$ cat src/rtl/adc_chirp_framer_if.sv
// rtl/adc_chirp_framer_if.sv - raw ADC input stream and framed chirp output stream
interface adc_chirp_framer_if #(
  parameter int DATA_W = 32
) ();
  logic              raw_valid;
  logic [DATA_W-1:0] raw_data;
  logic              adc_data_valid;
  logic [DATA_W-1:0] adc_data;
  logic              adc_data_sop;
  logic              adc_data_eop;

  // master is the framer: consumes raw samples, produces framed ones
  modport master (
    input  raw_valid, raw_data,
    output adc_data_valid, adc_data, adc_data_sop, adc_data_eop
  );

  modport slave (
    output raw_valid, raw_data,
    input  adc_data_valid, adc_data, adc_data_sop, adc_data_eop
  );
endinterface

$ cat src/rtl/adc_chirp_framer.sv
// rtl/adc_chirp_framer.sv - gates the free-running ADC stream into framed chirps
// Optional FRAMER_TESTPAT_EN: replace sample data with {chirp_idx, sample_idx}.
module adc_chirp_framer #(
  parameter int DATA_W  = 32,
  parameter int CNT_W   = 16,
  parameter int MAX_SMP = 4096
) (
  input  logic             clk,
  input  logic             rst_n,
  adc_chirp_framer_if.master stream,
  input  logic             frame_start,
  input  logic             chirp_start,
  input  logic             sw_abort,
  input  logic [CNT_W-1:0] cfg_sample_num,
  input  logic [CNT_W-1:0] cfg_chirp_num,
  input  logic [CNT_W-1:0] cfg_skip_num,
  output logic [CNT_W-1:0] sample_num,
  output logic [CNT_W-1:0] chirp_num,
  output logic [CNT_W-1:0] chirp_idx,
  output logic             busy,
  output logic             frame_done,
  output logic             cfg_err,
  output logic             err_overlap,
  output logic             err_gap
);
  typedef enum logic [2:0] {IDLE, WAIT, SKIP, CAPTURE, DONE} state_t;

  state_t           state;
  logic [CNT_W-1:0] skip_num;
  logic [CNT_W-1:0] cnt;
  logic             idx_bump;
  logic             cfg_ok;
  logic             last_smp;

  assign cfg_ok = (cfg_sample_num != '0) &&
                  (cfg_sample_num <= CNT_W'(MAX_SMP)) &&
                  ((cfg_chirp_num == CNT_W'(32)) ||
                   (cfg_chirp_num == CNT_W'(64)) ||
                   (cfg_chirp_num == CNT_W'(128)));
  assign last_smp = (cnt == sample_num - CNT_W'(1));

  always_ff @(posedge clk or negedge rst_n) begin
    if (!rst_n) begin
      state                 <= IDLE;
      skip_num              <= '0;
      cnt                   <= '0;
      idx_bump              <= 1'b0;
      sample_num            <= '0;
      chirp_num             <= '0;
      chirp_idx             <= '0;
      busy                  <= 1'b0;
      frame_done            <= 1'b0;
      cfg_err               <= 1'b0;
      err_overlap           <= 1'b0;
      err_gap               <= 1'b0;
      stream.adc_data_valid <= 1'b0;
      stream.adc_data       <= '0;
      stream.adc_data_sop   <= 1'b0;
      stream.adc_data_eop   <= 1'b0;
    end else begin
      stream.adc_data_valid <= 1'b0;
      stream.adc_data_sop   <= 1'b0;
      stream.adc_data_eop   <= 1'b0;
      frame_done            <= 1'b0;
      cfg_err               <= 1'b0;
      idx_bump              <= 1'b0;
      if (sw_abort) begin
        state <= IDLE;
        busy  <= 1'b0;
        cnt   <= '0;
      end else begin
        case (state)
          IDLE: begin
            if (frame_start) begin
              if (cfg_ok) begin
                sample_num  <= cfg_sample_num;
                chirp_num   <= cfg_chirp_num;
                skip_num    <= cfg_skip_num;
                chirp_idx   <= '0;
                cnt         <= '0;
                err_overlap <= 1'b0;
                err_gap     <= 1'b0;
                busy        <= 1'b1;
                state       <= WAIT;
              end else begin
                cfg_err <= 1'b1;
              end
            end
          end
          WAIT: begin
            // chirp_idx advances one cycle after eop so the eop beat still carries its own index
            if (idx_bump) chirp_idx <= chirp_idx + CNT_W'(1);
            if (chirp_start) begin
              cnt   <= '0;
              state <= (skip_num != '0) ? SKIP : CAPTURE;
            end
          end
          SKIP: begin
            if (chirp_start) err_overlap <= 1'b1;
            if (stream.raw_valid) begin
              if (cnt == skip_num - CNT_W'(1)) begin
                cnt   <= '0;
                state <= CAPTURE;
              end else begin
                cnt <= cnt + CNT_W'(1);
              end
            end
          end
          CAPTURE: begin
            if (chirp_start) err_overlap <= 1'b1;
            if (stream.raw_valid) begin
              stream.adc_data_valid <= 1'b1;
`ifdef FRAMER_TESTPAT_EN
              stream.adc_data <= DATA_W'({chirp_idx[15:0], cnt[15:0]});
`else
              stream.adc_data <= stream.raw_data;
`endif
              stream.adc_data_sop <= (cnt == '0);
              stream.adc_data_eop <= last_smp;
              if (last_smp) begin
                cnt <= '0;
                if (chirp_idx == chirp_num - CNT_W'(1)) begin
                  state <= DONE;
                end else begin
                  idx_bump <= 1'b1;
                  state    <= WAIT;
                end
              end else begin
                cnt <= cnt + CNT_W'(1);
              end
            end else begin
              err_gap <= 1'b1;
            end
          end
          DONE: begin
            frame_done <= 1'b1;
            busy       <= 1'b0;
            state      <= IDLE;
          end
          default: begin
            busy  <= 1'b0;
            state <= IDLE;
          end
        endcase
      end
    end
  end
endmodule

$ cat src/flat_wrapper.sv
// flat-port wrapper written by rule: the top's interface ports become plain ports
module adc_chirp_framer_flat 
#(
  parameter int DATA_W  = 32,
  parameter int CNT_W   = 16,
  parameter int MAX_SMP = 4096
)
  (clk, rst_n, frame_start, chirp_start, sw_abort, cfg_sample_num, cfg_chirp_num, cfg_skip_num, sample_num, chirp_num, chirp_idx, busy, frame_done, cfg_err, err_overlap, err_gap, stream_raw_valid, stream_raw_data, stream_adc_data_valid, stream_adc_data, stream_adc_data_sop, stream_adc_data_eop);
  adc_chirp_framer_if #(.DATA_W(DATA_W)) stream_i ();
  input  logic clk;
  input  logic rst_n;
  input  logic frame_start;
  input  logic chirp_start;
  input  logic sw_abort;
  input  logic [CNT_W-1:0] cfg_sample_num;
  input  logic [CNT_W-1:0] cfg_chirp_num;
  input  logic [CNT_W-1:0] cfg_skip_num;
  output logic [CNT_W-1:0] sample_num;
  output logic [CNT_W-1:0] chirp_num;
  output logic [CNT_W-1:0] chirp_idx;
  output logic busy;
  output logic frame_done;
  output logic cfg_err;
  output logic err_overlap;
  output logic err_gap;
  input wire logic [$bits(stream_i.raw_valid)-1:0] stream_raw_valid;
  input wire logic [$bits(stream_i.raw_data)-1:0] stream_raw_data;
  output wire logic [$bits(stream_i.adc_data_valid)-1:0] stream_adc_data_valid;
  output wire logic [$bits(stream_i.adc_data)-1:0] stream_adc_data;
  output wire logic [$bits(stream_i.adc_data_sop)-1:0] stream_adc_data_sop;
  output wire logic [$bits(stream_i.adc_data_eop)-1:0] stream_adc_data_eop;
  assign stream_i.raw_valid = stream_raw_valid;
  assign stream_i.raw_data = stream_raw_data;
  assign stream_adc_data_valid = stream_i.adc_data_valid;
  assign stream_adc_data = stream_i.adc_data;
  assign stream_adc_data_sop = stream_i.adc_data_sop;
  assign stream_adc_data_eop = stream_i.adc_data_eop;
  adc_chirp_framer #(.DATA_W(DATA_W), .CNT_W(CNT_W), .MAX_SMP(MAX_SMP)) u_core (.clk(clk), .rst_n(rst_n), .stream(stream_i), .frame_start(frame_start), .chirp_start(chirp_start), .sw_abort(sw_abort), .cfg_sample_num(cfg_sample_num), .cfg_chirp_num(cfg_chirp_num), .cfg_skip_num(cfg_skip_num), .sample_num(sample_num), .chirp_num(chirp_num), .chirp_idx(chirp_idx), .busy(busy), .frame_done(frame_done), .cfg_err(cfg_err), .err_overlap(err_overlap), .err_gap(err_gap));
endmodule
$ cat config.mk
export PLATFORM = sky130hd
export DESIGN_NAME = adc_chirp_framer_flat
export DESIGN_NICKNAME = d
export VERILOG_FILES = /design/src/rtl/adc_chirp_framer_if.sv /design/src/rtl/adc_chirp_framer.sv /design/src/flat_wrapper.sv
export SDC_FILE = /design/constraint.sdc
export NUM_CORES = 1
export LEC_CHECK = 0
export ABC_AREA = 1
export BUFFER_PORTS_ARGS = -buffer_cell sky130_fd_sc_hd__buf_4
export CAP_MARGIN = 10
export CORE_AREA = 3 3 214 111
export DETAILED_ROUTE_END_ITERATION = 8
export DIE_AREA = 0 0 217 114
export PLACE_DENSITY = 0.64
export SLEW_MARGIN = 25
export SYNTH_ARGS = -nofsm -noshare
export SYNTH_HDL_FRONTEND = slang
export SYNTH_SLANG_ARGS = --single-unit
$ cat constraint.sdc
create_clock -name clk -period 2.05 [get_ports clk]
set_input_delay 0.41 -clock clk [delete_from_list [all_inputs] [get_ports clk]]
set_output_delay 0.41 -clock clk [all_outputs]
set_load 0.01 [all_outputs]
# After elaboration in Yosys (flattened, before gate mapping)
# Cells that the tools add are included.
# classes
addsub	5
n_lt_le_gt_ge	1
eq_ne	23
muxes	52
n_bitwise	1
reduce_logical	22
# op_table
cell	n
16-bit two-way mux	9
16-bit case mux with 4 select lines	1
16-bit == test	3
16-bit by 1-bit subtractor with 16-bit output (second input constant)	3
16-bit by 1-bit adder with 16-bit output (second input constant)	2
16-bit case mux with 2 select lines	1
16-bit nonzero test	2
1-bit two-way mux	28
3-bit two-way mux	9
16-bit by 6-bit == test with 1-bit output (second input constant)	1
16-bit by 7-bit == test with 1-bit output (second input constant)	1
16-bit by 8-bit == test with 1-bit output (second input constant)	1
16-bit by 13-bit less-or-equal comparator with 1-bit output (second input constant)	1
16-bit logical NOT	1
5-bit AND reduction	3
3-bit != test (second input constant)	4
3-bit case mux with 4 select lines	1
3-bit by 2-bit != test with 1-bit output (second input constant)	3
2-bit by 1-bit != test with 1-bit output (second input constant)	4
7-bit AND reduction	1
3-bit by 2-bit == test with 1-bit output (second input constant)	2
1-bit case mux with 2 select lines	3
3-bit AND reduction	2
6-bit AND reduction	1
other kinds (12)	17
# totals
register_bits	124
in_bits	86
out_inout_bits	88
wordCells	120

# Longest topological paths before layout
# logic_depth
word_depth	8
mapped_depth	17
mapped_depth_nobuf	16

# Worst setup path after synthesis
# OpenSTA, ideal clock, no wires.
# synth_path
path_kind	register to register
start	reg u_core.sample_num[0]
end	reg u_core.cnt[13]
setup_time_ps	116
arrival_ps	1901
setup_slack_ps	32
path_stages_with_launch	15
n_path_buf	1
synth_period_minus_slack_ps	2018
path_cell_list	dfrtp_1 inv_1 ha_1 nand2_2 nor2_4 nand3_1 nand2_1 nand2_1 nor3_2 nand4_1 nand2_2 nand2_4 buf_6 nand2_1 nand2_1
# synth_via
elab_chain_cells	6
# synth_rtl
element	line	source
start: declaration	adc_chirp_framer.sv:17	output logic [CNT_W-1:0] sample_num,
start signal: assignment	adc_chirp_framer.sv:76	sample_num <= cfg_sample_num;
16-bit by 1-bit subtractor with 16-bit output	adc_chirp_framer.sv:40	assign last_smp = (cnt == sample_num - CNT_W'(1));
16-bit == test	adc_chirp_framer.sv:40	
16-bit two-way mux	adc_chirp_framer.sv:120	if (last_smp) begin
16-bit two-way mux	adc_chirp_framer.sv:111	if (stream.raw_valid) begin
16-bit case mux with 4 select lines	adc_chirp_framer.sv:72	case (state)
16-bit two-way mux	adc_chirp_framer.sv:67	if (sw_abort) begin
end signal: assignment	adc_chirp_framer.sv:105	cnt <= cnt + CNT_W'(1);
end signal: assignment	adc_chirp_framer.sv:129	cnt <= cnt + CNT_W'(1);
end: declaration	adc_chirp_framer.sv:30	logic [CNT_W-1:0] cnt;
# Every way passes these cells. The select of a mux whose other input is x is not followed.
# A chain may end at the register's enable or synchronous reset.

# Worst setup path in the final report
# layout_path
start	reg u_core.chirp_num[1]
end	reg u_core.state[0]
# layout_via
elab_chain_cells	7
# layout_rtl
element	line	source
start: declaration	adc_chirp_framer.sv:18	output logic [CNT_W-1:0] chirp_num,
start signal: assignment	adc_chirp_framer.sv:77	chirp_num <= cfg_chirp_num;
16-bit by 1-bit subtractor with 16-bit output	adc_chirp_framer.sv:122	if (chirp_idx == chirp_num - CNT_W'(1)) begin
16-bit == test	adc_chirp_framer.sv:122	
3-bit two-way mux	adc_chirp_framer.sv:122	
3-bit two-way mux	adc_chirp_framer.sv:120	
3-bit two-way mux	adc_chirp_framer.sv:111	
3-bit case mux with 4 select lines	adc_chirp_framer.sv:72	
3-bit two-way mux	adc_chirp_framer.sv:67	
end signal: assignment	adc_chirp_framer.sv:95	state <= (skip_num != '0) ? SKIP : CAPTURE;
end: declaration	adc_chirp_framer.sv:28	state_t state;
# Every way passes these cells. The select of a mux whose other input is x is not followed.

==> results by stage <==
Placement:
- The HPWL after detailed placement is between 15000 and 20000 um.
- The placed instance area is 9840 um^2.
- The weighted congestion reported at the end of routability-driven placement is 0.882.
- The number of buffer cells added on primary ports is 173.
- The worst slack at placement is -0.229 ns.

GRT:
- For this run, the total global-route usage over all layers was measured as 0.189.
- The overall overflow remaining after global route is 0.
- The first-pass GRT wire length is 37500 um.
- The initial antenna violation count was 0.
- Entering global routing, the biggest net connects 38 pins.
- The via count of the first global-routing pass came to slightly below 8000.

Synth:
- The share of the Yosys chip area taken by registers is 0.404.
- The area share of the largest cell type after synthesis is 0.404.
- Summed over all instances, the cell type with the most area after synthesis is dfrtp_1.
- Dividing the synthesized area by the synthesized cell count gives about 6.8 um^2.
- The mapped netlist covers roughly 7700 um^2.
- Synthesis handed over a netlist of approximately 1100 instances.
- The proportion of synthesized flip-flops having asynchronous set or reset is 1.00.
- Counting flops with a built-in enable in the synthesized netlist gives 0.
- By count the netlist is led by 442 x nand2_1, 133 x nor2_1, 124 x dfrtp_1, 124 x inv_1, 57 x nand3_1.
- The count of warnings emitted by yosys is 0.
- The most frequently used flop master after synthesis is dfrtp_1.
- The number of nets handed over by synthesis was 1218.
- In this run, distinct cell masters in the synthesized netlist total 46.
- The count of state elements after synthesis is 124.
- Sorting the synthesized cells by area gives the leading types as dfrtp_1 40%, nand2_1 22%, nor2_1 6.5%, inv_1 6.1%, nand3_1 3.7%.
- Yosys instantiated no cell more often than nand2_1.

Clocking:
- The buffer depth of the longest clock path is 2.
- The clock reaches the later pin of the worst-skew pair after 0.44 ns.
- CTS saw 124 sinks.
- The clock tree from TritonCTS is done.
- The number of clock buffers added by TritonCTS is 17.
- The H-tree generated during clock tree synthesis spans 4 levels.
- Clock tree synthesis selected as its root buffer the cell clkbuf_16.
- The clock edge transition at the registers on the reported setup and hold paths is around 0.060 ns.

Final layout:
- The layout-stage area growth over the synthesis result is 40.5%.
- The final net count is roughly 1500.
- Fill cells in the final layout number around 2100.
- With fillers left out, the area of the finished cells amounts to ~11000 um^2.
- The core utilization of the finished layout is 0.496.
- Summing all multi-input logic gate instances after layout gives 4150 um^2.
- The number of antenna cells inserted is 0.
- Of the cells placed in the final design, the portion with a size suffix greater than 1 is 0.285.
- Registers take 3120 um^2.

Drt:
- After detailed routing, the total wire length is about 23000 um.
- The DRC violation count after routing is 0.
- The average wire per standard cell is around 14 um.
- The detail route stage leaves a number of antenna-violating nets equal to 0.
- The total via count after detailed routing is 7929.
- The iteration count of the initial detailed-routing pass is 5.
- The first routing iteration left 434 violations.
- The routed via count divided by cell count is around 4.7.

Floorplan:
- The floorplan die area is 24700 um^2.
- The standard cell core area is 21800 um^2.
- The initial core utilization is 0.353.
- Measured along the x axis, the die boundary spans between 200 and 250 um.
- The floorplan step set the die height to 114 um.
- The top-level I/O count is 174.
- The floorplan row count is 38.

Setup path:
- The largest fanout of any net on the critical path is 3.
- STA puts the critical path data arrival time at 2.38 ns.
- The worst setup path is captured at a flop.
- The start point of the critical path is u_core.chirp_num[1].
- The startpoint identified for the worst register-to-register timing path is u_core.chirp_num[1].
- STA classifies the critical path startpoint as a flop.
- The path type of the worst setup path is reg -> reg.
- The required time of the critical path is 2.37 ns.

STA:
- Across all setup checks in the final design, the least slack found is -0.00914 ns.
- The total of endpoints with negative setup slack in the final report is 1.
- Setup repair after global routing could not meet its margin everywhere.
- At the pin with the least slew margin, the transition time is 0.707 ns.
- The number of max-slew violations in the final report was 0.
- Headroom to the max-slew limit came out at 0.529.
- The count of endpoints failing hold in the final timing report is 0.
- Clock skew on the completed layout was measured at 0.00845 ns.
- The maximum achievable frequency is 0.486 GHz.
- The period utilization is 1.00.
- The routed design could run at a clock period as short as between 2 and 2.5 ns.
- The smallest hold slack is 0.159 ns.

Power and ir drop:
- The total power density per cell area is around 800 nW/um^2.
- The worst-case IR drop observed on VDD is about 0.75 mV.
- The leakage component of the power is roughly 0.0059 uW.

Min path:
- The worst hold path begins at stream_raw_data[6].
- The worst hold-check path type is in -> reg.

Status:
- The run finished, with violations left.
- The final reports fail on setup timing.

Run:
- Max-cap violations in this run came to 0.
-- power breakdown --
part | total [uW] | switching, uW | leakage (uW) | internal [uW]
registers | 3140 | 324 | 0.00161 | 2820
clock network | 3230 | 1190 | 0.000290 | 2040
logic | 2310 | 1300 | 0.00397 | 1010
total | 8690 | 2810 | 0.00587 | 5870
-- cells by family after synthesis --
logic type,share of synthesized area
flops,0.404
xor+xnor,0.0536
buf+inv,0.0865
fa+ha+maj,0.00977
simple gates,0.396
compound gates,0.0500
-- layout make-up --
type                       count  share of cell area
sequential                   124               0.289
clock buffer                  19              0.0401
tap                          300              0.0348
inverter                     133              0.0467
timing repair buffer         258               0.187
multi-input combinational    841               0.385
clock inverter                13              0.0176
-- what timing repair did --
item | in CTS | in global routing
buffers inserted | 1 | 8
resized for setup | 17 | 70
hold buffers | 1 | 0
endpoints found under the hold margin | 27 | 0
pin swaps | 8 | 39
setup endpoints to repair | 19 | 26
cloned | 1 | 0
-- registers in the layout (all words and copies together) (netlist names), 3 cells and up --
name,flops
u_core.sample_num,16
u_core.cnt,16
u_core.skip_num,16
u_core.stream.adc_data,32
u_core.chirp_num,16
u_core.chirp_idx,16
u_core.state,3
-- metrics by stage --
| step | instances | setup TNS, ns | power (uW) |
|---|---|---|---|
| floorplan | 1126 | 0 | 4240 |
| global placement | 1646 | -10.06 | 5370 |
| detailed placement | 1646 | -11.21 | 5410 |
| CTS | 1681 | 0 | 8690 |
| global route | 1688 | -2.93 | 9160 |
| finish | 1688 | -0.00914 | 8690 |
-- layer usage --
metal	vias up	track usage	part of all wire
met4	0	0.0677	0.021
met1	3699	0.243	0.45
met5	-	0	0
met2	206	0.316	0.47
li1	3990	-	-
met3	34	0.0429	0.060
-- cell usage in the layout (no fill, tap or decap), drive strengths merged, types with 2 or more instances in the layout --
master / Yosys / final
nand2: 450 / 451
buf: 22 / 257
nor2: 145 / 145
inv: 132 / 135
dfrtp: 124 / 124
nand3: 60 / 60
o21ai: 44 / 44
xor2: 29 / 29
nor3: 22 / 22
clkbuf: 7 / 19
xnor2: 18 / 18
nand4: 17 / 17
a21oi: 15 / 15
nor4: 7 / 7
ha: 6 / 6
nand3b: 5 / 5
o31ai: 4 / 4
clkinvlp: 0 / 4
bufinv: 0 / 4
or2: 4 / 4
nor3b: 3 / 3
o21bai: 3 / 3
clkinv: 1 / 3
and2: 2 / 2
-- final timing paths --
path	endpoint	slack (ns)	depth (start not counted)
worst min-delay path	u_core.stream.adc_data[6]	0.16	3
min in group asynchronous	u_core.skip_num[13]	0.46	2
max in group asynchronous	u_core.skip_num[9]	0.97	3
worst max register to register	u_core.state[0]	-0.009	15
worst min register to register	u_core.stream.adc_data[30]	0.48	2
worst max-delay path	u_core.state[0]	-0.009	15
-- critical path, stage by stage (launching register included) --
cell and delay (ns):
dfrtp_1 0.40, inv_2 0.06, ha_4 0.27, nor2_2 0.03, nor2_1 0.10, nand2_1 0.08
nor2_2 0.11, nand2_1 0.06, nor2_1 0.09, nand2_1 0.06, nor2_1 0.10, nand4_1 0.25
nand2_1 0.17, nand2_1 0.06, nand2_1 0.05, o21ai_1 0.06
(Power assumes the default switching activity.)
